$ cat config.mk
export PLATFORM = sky130hd
export DESIGN_NAME = mem_port_arbiter
export DESIGN_NICKNAME = d
export VERILOG_FILES = /design/src/rtl/mem_port_arbiter.sv
export SDC_FILE = /design/constraint.sdc
export NUM_CORES = 1
export LEC_CHECK = 0
export BUFFER_PORTS_ARGS = -buffer_cell sky130_fd_sc_hd__buf_2
export CORE_AREA = 4 4 110 112
export DETAILED_ROUTE_END_ITERATION = 10
export DIE_AREA = 0 0 114 116
export SYNTH_ARGS = -nofsm -noshare
export SYNTH_HDL_FRONTEND = slang
export SYNTH_SLANG_ARGS = --single-unit
$ cat constraint.sdc
create_clock -name clk -period 5.92 [get_ports clk]
set_clock_uncertainty 0.15 [all_clocks]
set_input_delay 0.296 -clock clk [delete_from_list [all_inputs] [get_ports clk]]
set_output_delay 0.296 -clock clk [all_outputs]
set_load 0.02 [all_outputs]
$ cat src/rtl/mem_port_arbiter.sv
// mem_port_arbiter: NUM_PORTS requesters share a single memory port.
// Requests are granted round-robin. Responses come back in order and are
// routed to their requester through a tag FIFO that holds up to MAX_OUT
// outstanding requests.
//
// Handshake: a request transfers when valid and ready are both high in the
// same cycle. A requester must hold its valid and fields until it sees its
// p_req_ready. The memory side signals ready without waiting for valid.
// m_res_valid is a one-cycle pulse with no back-pressure, and each request
// gets exactly one response.
module mem_port_arbiter #(
    parameter int NUM_PORTS = 2,
    parameter int ADDR_W    = 32,
    parameter int DATA_W    = 32,
    parameter int MAX_OUT   = 4
) (
    input  logic                          clk,
    input  logic                          reset,
    input  logic [NUM_PORTS-1:0]          p_req_valid,
    input  logic [NUM_PORTS*ADDR_W-1:0]   p_req_addr,
    input  logic [NUM_PORTS*DATA_W-1:0]   p_req_data,
    input  logic [NUM_PORTS*2-1:0]        p_req_fcn,
    input  logic [NUM_PORTS*3-1:0]        p_req_typ,
    output logic [NUM_PORTS-1:0]          p_req_ready,
    output logic [NUM_PORTS-1:0]          p_res_valid,
    output logic [DATA_W-1:0]             p_res_data,
    output logic                          m_req_valid,
    output logic [ADDR_W-1:0]             m_req_addr,
    output logic [DATA_W-1:0]             m_req_data,
    output logic [1:0]                    m_req_fcn,
    output logic [2:0]                    m_req_typ,
    input  logic                          m_req_ready,
    input  logic                          m_res_valid,
    input  logic [DATA_W-1:0]             m_res_data,
    output logic [$clog2(MAX_OUT):0]      outstanding,
    output logic                          err_orphan
);

    localparam int TAG_W = $clog2(NUM_PORTS);
    localparam int FW    = $clog2(MAX_OUT);
    localparam int CNT_W = FW + 1;

    logic [TAG_W-1:0] rr_ptr;
    logic [TAG_W-1:0] gnt;
    logic [TAG_W-1:0] idx;
    logic             found;
    logic [TAG_W-1:0] head_tag;
    logic [TAG_W-1:0] tag_mem [MAX_OUT];
    logic [FW-1:0]    wr_ptr;
    logic [FW-1:0]    rd_ptr;
    logic             any_valid;
    logic             full;
    logic             empty;
    logic             fire;
    logic             pop;

    assign any_valid = |p_req_valid;
    assign full      = (outstanding == CNT_W'(MAX_OUT));
    assign empty     = (outstanding == '0);
    // Outputs are held quiet while reset is asserted, even though they are combinational.
    assign m_req_valid = any_valid & ~full & ~reset;
    assign fire        = m_req_valid & m_req_ready;
    assign pop         = m_res_valid & ~empty & ~reset;
    assign head_tag    = tag_mem[rd_ptr];
    assign p_res_data  = m_res_data;

    // Round-robin search: the first valid port at or after rr_ptr, wrapping.
    always_comb begin
        gnt   = rr_ptr;
        found = 1'b0;
        idx   = '0;
        for (int k = 0; k < NUM_PORTS; k++) begin
            idx = TAG_W'((int'(rr_ptr) + k) % NUM_PORTS);
            if (!found && p_req_valid[idx]) begin
                gnt   = idx;
                found = 1'b1;
            end
        end
    end

    // Steer the granted port's fields downstream, and fan out ready and response valid.
    always_comb begin
        m_req_addr  = '0;
        m_req_data  = '0;
        m_req_fcn   = '0;
        m_req_typ   = '0;
        p_req_ready = '0;
        p_res_valid = '0;
        for (int i = 0; i < NUM_PORTS; i++) begin
            if (gnt == TAG_W'(i)) begin
                m_req_addr = p_req_addr[i*ADDR_W +: ADDR_W];
                m_req_data = p_req_data[i*DATA_W +: DATA_W];
                m_req_fcn  = p_req_fcn[i*2 +: 2];
                m_req_typ  = p_req_typ[i*3 +: 3];
            end
            p_req_ready[i] = (gnt == TAG_W'(i)) & m_req_valid & m_req_ready;
            p_res_valid[i] = pop & (head_tag == TAG_W'(i));
        end
    end

    // Tag storage. Its contents are only read behind rd_ptr, so it needs no reset.
    always_ff @(posedge clk) begin
        if (fire) begin
            tag_mem[wr_ptr] <= gnt;
        end
    end

    // Pointers, outstanding count, round-robin pointer and the sticky orphan flag.
    always_ff @(posedge clk) begin
        if (reset) begin
            rr_ptr      <= '0;
            wr_ptr      <= '0;
            rd_ptr      <= '0;
            outstanding <= '0;
            err_orphan  <= 1'b0;
        end else begin
            if (fire) begin
                wr_ptr <= wr_ptr + 1'b1;
                rr_ptr <= (gnt == TAG_W'(NUM_PORTS - 1)) ? '0 : gnt + 1'b1;
            end
            if (pop) begin
                rd_ptr <= rd_ptr + 1'b1;
            end
            if (fire && !pop) begin
                outstanding <= outstanding + 1'b1;
            end else if (pop && !fire) begin
                outstanding <= outstanding - 1'b1;
            end
            if (m_res_valid && empty) begin
                err_orphan <= 1'b1;
            end
        end
    end

endmodule

* After elaboration in Yosys (flattened, before gate mapping) *
Memory sizes are Yosys's and may differ from the RTL's. A register that Yosys moved wholly into a read port is not among the register bits.
Index checks and enable logic that the tools add are counted.

word-level totals
  flip-flop bits (word level) = 9
  memory bits (writable) = 4
  input port bits = 176
  logic and storage cells = 58
  memories = 1

memories
  memory   depth  bits a word  read ports  clocked after Yosys merged registers in  write ports  RTL line  text
  tag_mem  4      1            1           1                                        1            48        logic [TAG_W-1:0] tag_mem [MAX_OUT];

operators by class
  add/subtract/negate cells = 6
  $lt $le $gt $ge = 2
  equality and inequality tests = 1
  multiplexer cells = 17
  bitwise gates (word level) = 16
  reductions and logical operators = 10

operators with widths
  kind                                                number
  2-to-1 mux 32 bit                                   2
  bitwise AND 1 bit                                   11
  2-to-1 mux 1 bit                                    9
  2-to-1 mux 3 bit                                    3
  2-to-1 mux 2 bit                                    3
  NOT 1 bit                                           5
  adder 2 x 1 -> 2 bit, second input constant         2
  logical AND 1 bit                                   4
  < comparator 1 x 2 -> 1 bit, second input constant  2
  adder 3 x 1 -> 3 bit, second input constant         1
  equality test 3 bit, second input constant          1
  zero test 1 bit                                     3
  zero test 3 bit                                     1
  subtractor 3 x 1 -> 3 bit, second input constant    1
  adder 1 bit, second input constant                  2
  nonzero test 2 bit                                  1
  OR reduction 2 bit                                  1

* Logic depth before layout (Yosys ltp) *
  word-level depth = 9
  gate-level depth with buffers = 9

* Least setup slack after synthesis *
OpenSTA, ideal clock, no wires.

  path kind = register to register
  start point = register outstanding[0]
  end point = register outstanding[2]
  data arrival time = 2.289 ns
  data required time = 5.699 ns
  slack = 3.410 ns
  cell stages (with the launch flop) = 10
  path buffers = 1
  clock period less this slack = 2.510 ns
  path through = dfxtp_1 > or3b_4 > and3_4 > buf_6 > ha_1 > inv_1 > fa_1 > xor2_1 > or3_2 > a21oi_1

on the way
  longest elaborated chain between the ends = 8
  elaborated cells on any way between the ends = 18
  those cells by class = add/sub (2); eq/ne (1); mux (2); bitwise (7); reduce/logical (6)

ends and longest elaborated chain
  element                              RTL line  text
  start: declaration                   35        output logic [$clog2(MAX_OUT):0] outstanding,
  start signal: assignment             125       outstanding <= outstanding + 1'b1;
  start signal: assignment             127       outstanding <= outstanding - 1'b1;
  equality test 3 bit (*)              58        assign full = (outstanding == CNT_W'(MAX_OUT));
  NOT 1 bit (*)                        61        assign m_req_valid = any_valid & ~full & ~reset;
  bitwise AND 1 bit (*) (2 in a row)   61
  bitwise AND 1 bit (*)                62        assign fire = m_req_valid & m_req_ready;
  net fire                             54        logic fire;
  zero test 1 bit                      126       end else if (pop && !fire) begin
  logical AND 1 bit                    126
  nonzero test 2 bit (no source line)  --

The timed path passes the listed nets; every way through them passes the cells marked *. The select of a mux whose other input is x is not followed.
A chain may end at the register's enable or synchronous reset.

* Worst setup path in the final report *
  start point = register rr_ptr
  end point = output port m_req_addr[0]

on the way
  longest elaborated chain between the ends = 7
  elaborated cells on any way between the ends = 10
  those cells by class = add/sub (1); mux (7); reduce/logical (2)

ends and longest elaborated chain
  element                                              RTL line  text
  start: declaration                                   43        logic [TAG_W-1:0] rr_ptr;
  start signal: assignment                             119       rr_ptr <= (gnt == TAG_W'(NUM_PORTS - 1)) ? '0 : gnt + 1'b1;
  2-to-1 mux 1 bit (not written as such) (2 in a row)  74        if (!found && p_req_valid[idx]) begin
  2-to-1 mux 1 bit                                     74
  zero test 1 bit                                      74
  logical AND 1 bit                                    74
  2-to-1 mux 1 bit (*)                                 74
  2-to-1 mux 32 bit (*)                                90        if (gnt == TAG_W'(i)) begin
  end: declaration                                     28        output logic [ADDR_W-1:0] m_req_addr,

Mark *: on every way between the ends. The rest lies on a longest branch, timed or not. The select of a mux whose other input is x is not followed.

==> flow_summary.yaml <==
status:
  outcome: "complete, no violations"
floorplanning:
  die_height_microns: 116
  die_width_microns: 114
  dieArea_sq_um: 13200
  io_pins: 286
  core_sq_um: 11200
  initial_core_util_pct: 16.4
  std_cell_rows: 39
routing:
  first_iter_violations: 17
  drc: 0
  wire_per_inst_microns: 13.7
  viasPerCell: 4.01
  wl_microns: 6890
  first_pass_iters: 4
  postRouteAntennaNets: 0
  routed-via-count: 2020
global_routing:
  track_usage_pct: 8.61
  grt_pass1_wl_microns: 9110
  grt_max_degree: 44
  grt_overflow: 0
  antenna_found_initial: 0
  first_global_vias: 1928
layout:
  multi_input_comb_area_sq_um: 1160
  nFillCells: 1188
  final_nets: 544
  fin_cells: 504
  regArea_sq_um: 340
  n_antenna_cell: 0
  areaGrowthSynthToFinish_pct: 57.7
  drive_above_1_share_pct: 84.8
cts:
  clk_path_buf_depth: 2
  clk_pin_slew_ns: 0.05
  cts_buffers: 3
  cts.sinks: 15
  cts_hold_buf: 0
  tritoncts: "done"
  root_buffer: "clkbuf_16"
  cts_resized: 0
  clock_latency_ns: 0.25
  postCtsSetupBuffers: 0
  cts-htree-levels: 1
hold_path:
  hold_class: "input port to flop"
power_and_ir_drop:
  power_per_cell_area_nw_per_um2: 213
  finalPower_mw: 0.616
  irDropWorstVdd_mv: 0.107
  power_leakage_nw: 1.48
worst_setup_path:
  rrSetupSlack_ns: 3.39
  crit_arrival_ns: 2.67
  end_kind: "output pin"
  required_ns: 5.47
  crit_type: "flop to output pin"
  start_kind: "flop"
  path_max_fanout: 43
synth:
  syn-cell-area_sq_um: 1840
  syn_inst: 176
  synth_top_area_share_pct: 42.3
  ys_ff_latch: 15
  syn_nets: 358
  synth_cell_types: 32
  synth.area.top_cells: "mux2_2, buf_4, dfxtp_1"
  seq_area_frac_synth_pct: 18.5
  synth_top_area_cell: "mux2_2"
  avgSynthCellArea_sq_um: 10.4
  synth_warnings: 0
sta:
  setup_violations: 0
  hold_violations: 0
  relSlewSlack_pct: 29.9
  rsz0062_at_grt: "false"
  fin_crit_sh_pct: 52.6
  slew_viol_final: 0
  fmax_mhz: 321
  worst_slack_ns: 2.81
  hold_slack_ns: 0.157
  tightest_slew_ns: 1.05
  tns_ns: 0
  timing.final.crit_period_ns: 3.11
placed_design:
  dp_cells: 500
  dp_hpwl_microns: 6060
  place_congestion: 0.778
  dpl_worst_slack_ns: 2.98
  portBuffers: 221
job:
  cap_viol_max_count: 0
-- cell usage after synthesis --
library cell and n:
and2_1 3, o31ai_2 1, o21ai_2 1, nand4_1 1
ha_1 5, mux2i_1 2, xor2_1 4, o311ai_0 1
or3_2 1, nor2b_1 2, nor2_1 8, clkbuf_1 1
o21ba_2 1, o21ai_0 1, fa_1 1, buf_6 5
mux2_2 69, buf_4 35, nand2b_1 1, and3_4 1
a31oi_1 1, edfxtp_1 4, nand2_1 2, nor3_1 1
and2_2 3, or3b_4 1, a211oi_2 1, mux4_2 1
a21oi_1 2, inv_1 4, dfxtp_1 11, o31ai_1 1
-- cell usage in the layout, fill, tap and decap left out --
master	n
buf_2	221
mux2_2	69
dfxtp_1	11
nor2_1	8
ha_1	5
inv_1	4
xor2_1	4
edfxtp_1	4
and2_2	3
and2_1	3
clkbuf_16	3
nand2_1	2
nor2b_1	2
mux2i_1	2
a21oi_1	2
or3b_4	1
o21ba_2	1
and3_4	1
o21ai_4	1
o31ai_1	1
nand2b_1	1
mux4_2	1
nand4_1	1
o31ai_2	1
o311ai_0	1
o21ai_0	1
or3_2	1
nor3_1	1
a31oi_1	1
a211oi_2	1
fa_1	1
inv_4	1
buf_4	1
-- logic make-up (layout without fill, tap and decap cells) --
kind of cell / after synthesis / in the layout / synth area share, %
buffers and inverters: 45 / 230 / 18.4
muxes: 72 / 72 / 44.6
AOI/OAI and AO/OA: 10 / 10 / 4.43
xor gates and xnor gates: 4 / 4 / 1.91
DFF: 15 / 15 / 18.5
and+or+nand+nor: 24 / 24 / 7.57
adders and majority gates: 6 / 6 / 4.50
-- per-stage QoR --
| step | area, sq um | util, % |
|---|---|---|
| after global routing | 2890 | 25.8 |
| after floorplan | 1840 | - |
| after detailed placement | 2810 | 25.1 |
| final | 2890 | 25.8 |
| after CTS | 2890 | 25.8 |
| after global placement | 2810 | 25.1 |
-- layer usage --
metal / up-vias / share of wire (%) / wire length, microns / track usage (%)
li1: 960 / - / - / -
met4: 0 / 0.96 / 66 / 1.90
met1: 874 / 30 / 2070 / 7.82
met5: - / 0 / 0 / 0
met2: 178 / 54 / 3740 / 18.1
met3: 8 / 15 / 1010 / 2.92
-- worst paths after layout --
kind,start,end,cells after the start
worst max register to register,outstanding[1],outstanding[2],8
worst max-delay path,rr_ptr,m_req_addr[0],5
worst min-delay path,m_res_valid,err_orphan,3
worst min register to register,err_orphan,err_orphan,2
-- critical path: stages (launching register included) --
cell     delay, ns
dfxtp_1       0.36
nor2_1        0.08
o21ai_4       0.80
buf_4         0.58
mux2_2        0.40
buf_2         0.16
-- report_power, final --
group / total, mW / switching (mW) / leakage [nW] / internal, mW
Combinational: 0.336 / 0.177 / 1.31 / 0.159
Sequential: 0.146 / 0.0210 / 0.127 / 0.125
Clock: 0.134 / 0.0431 / 0.0414 / 0.0912
-- final cells by class --
| class | instances | share of cell area (%) |
|---|---|---|
| flip-flops and latches | 15 | 11.8 |
| clock inverters | 1 | 0.216 |
| inverters | 4 | 0.519 |
| well taps | 143 | 6.18 |
| repair buffers | 222 | 38.5 |
| clock buffers | 3 | 2.59 |
| multi-input cells | 116 | 40.3 |
(Power assumes the default switching activity.)
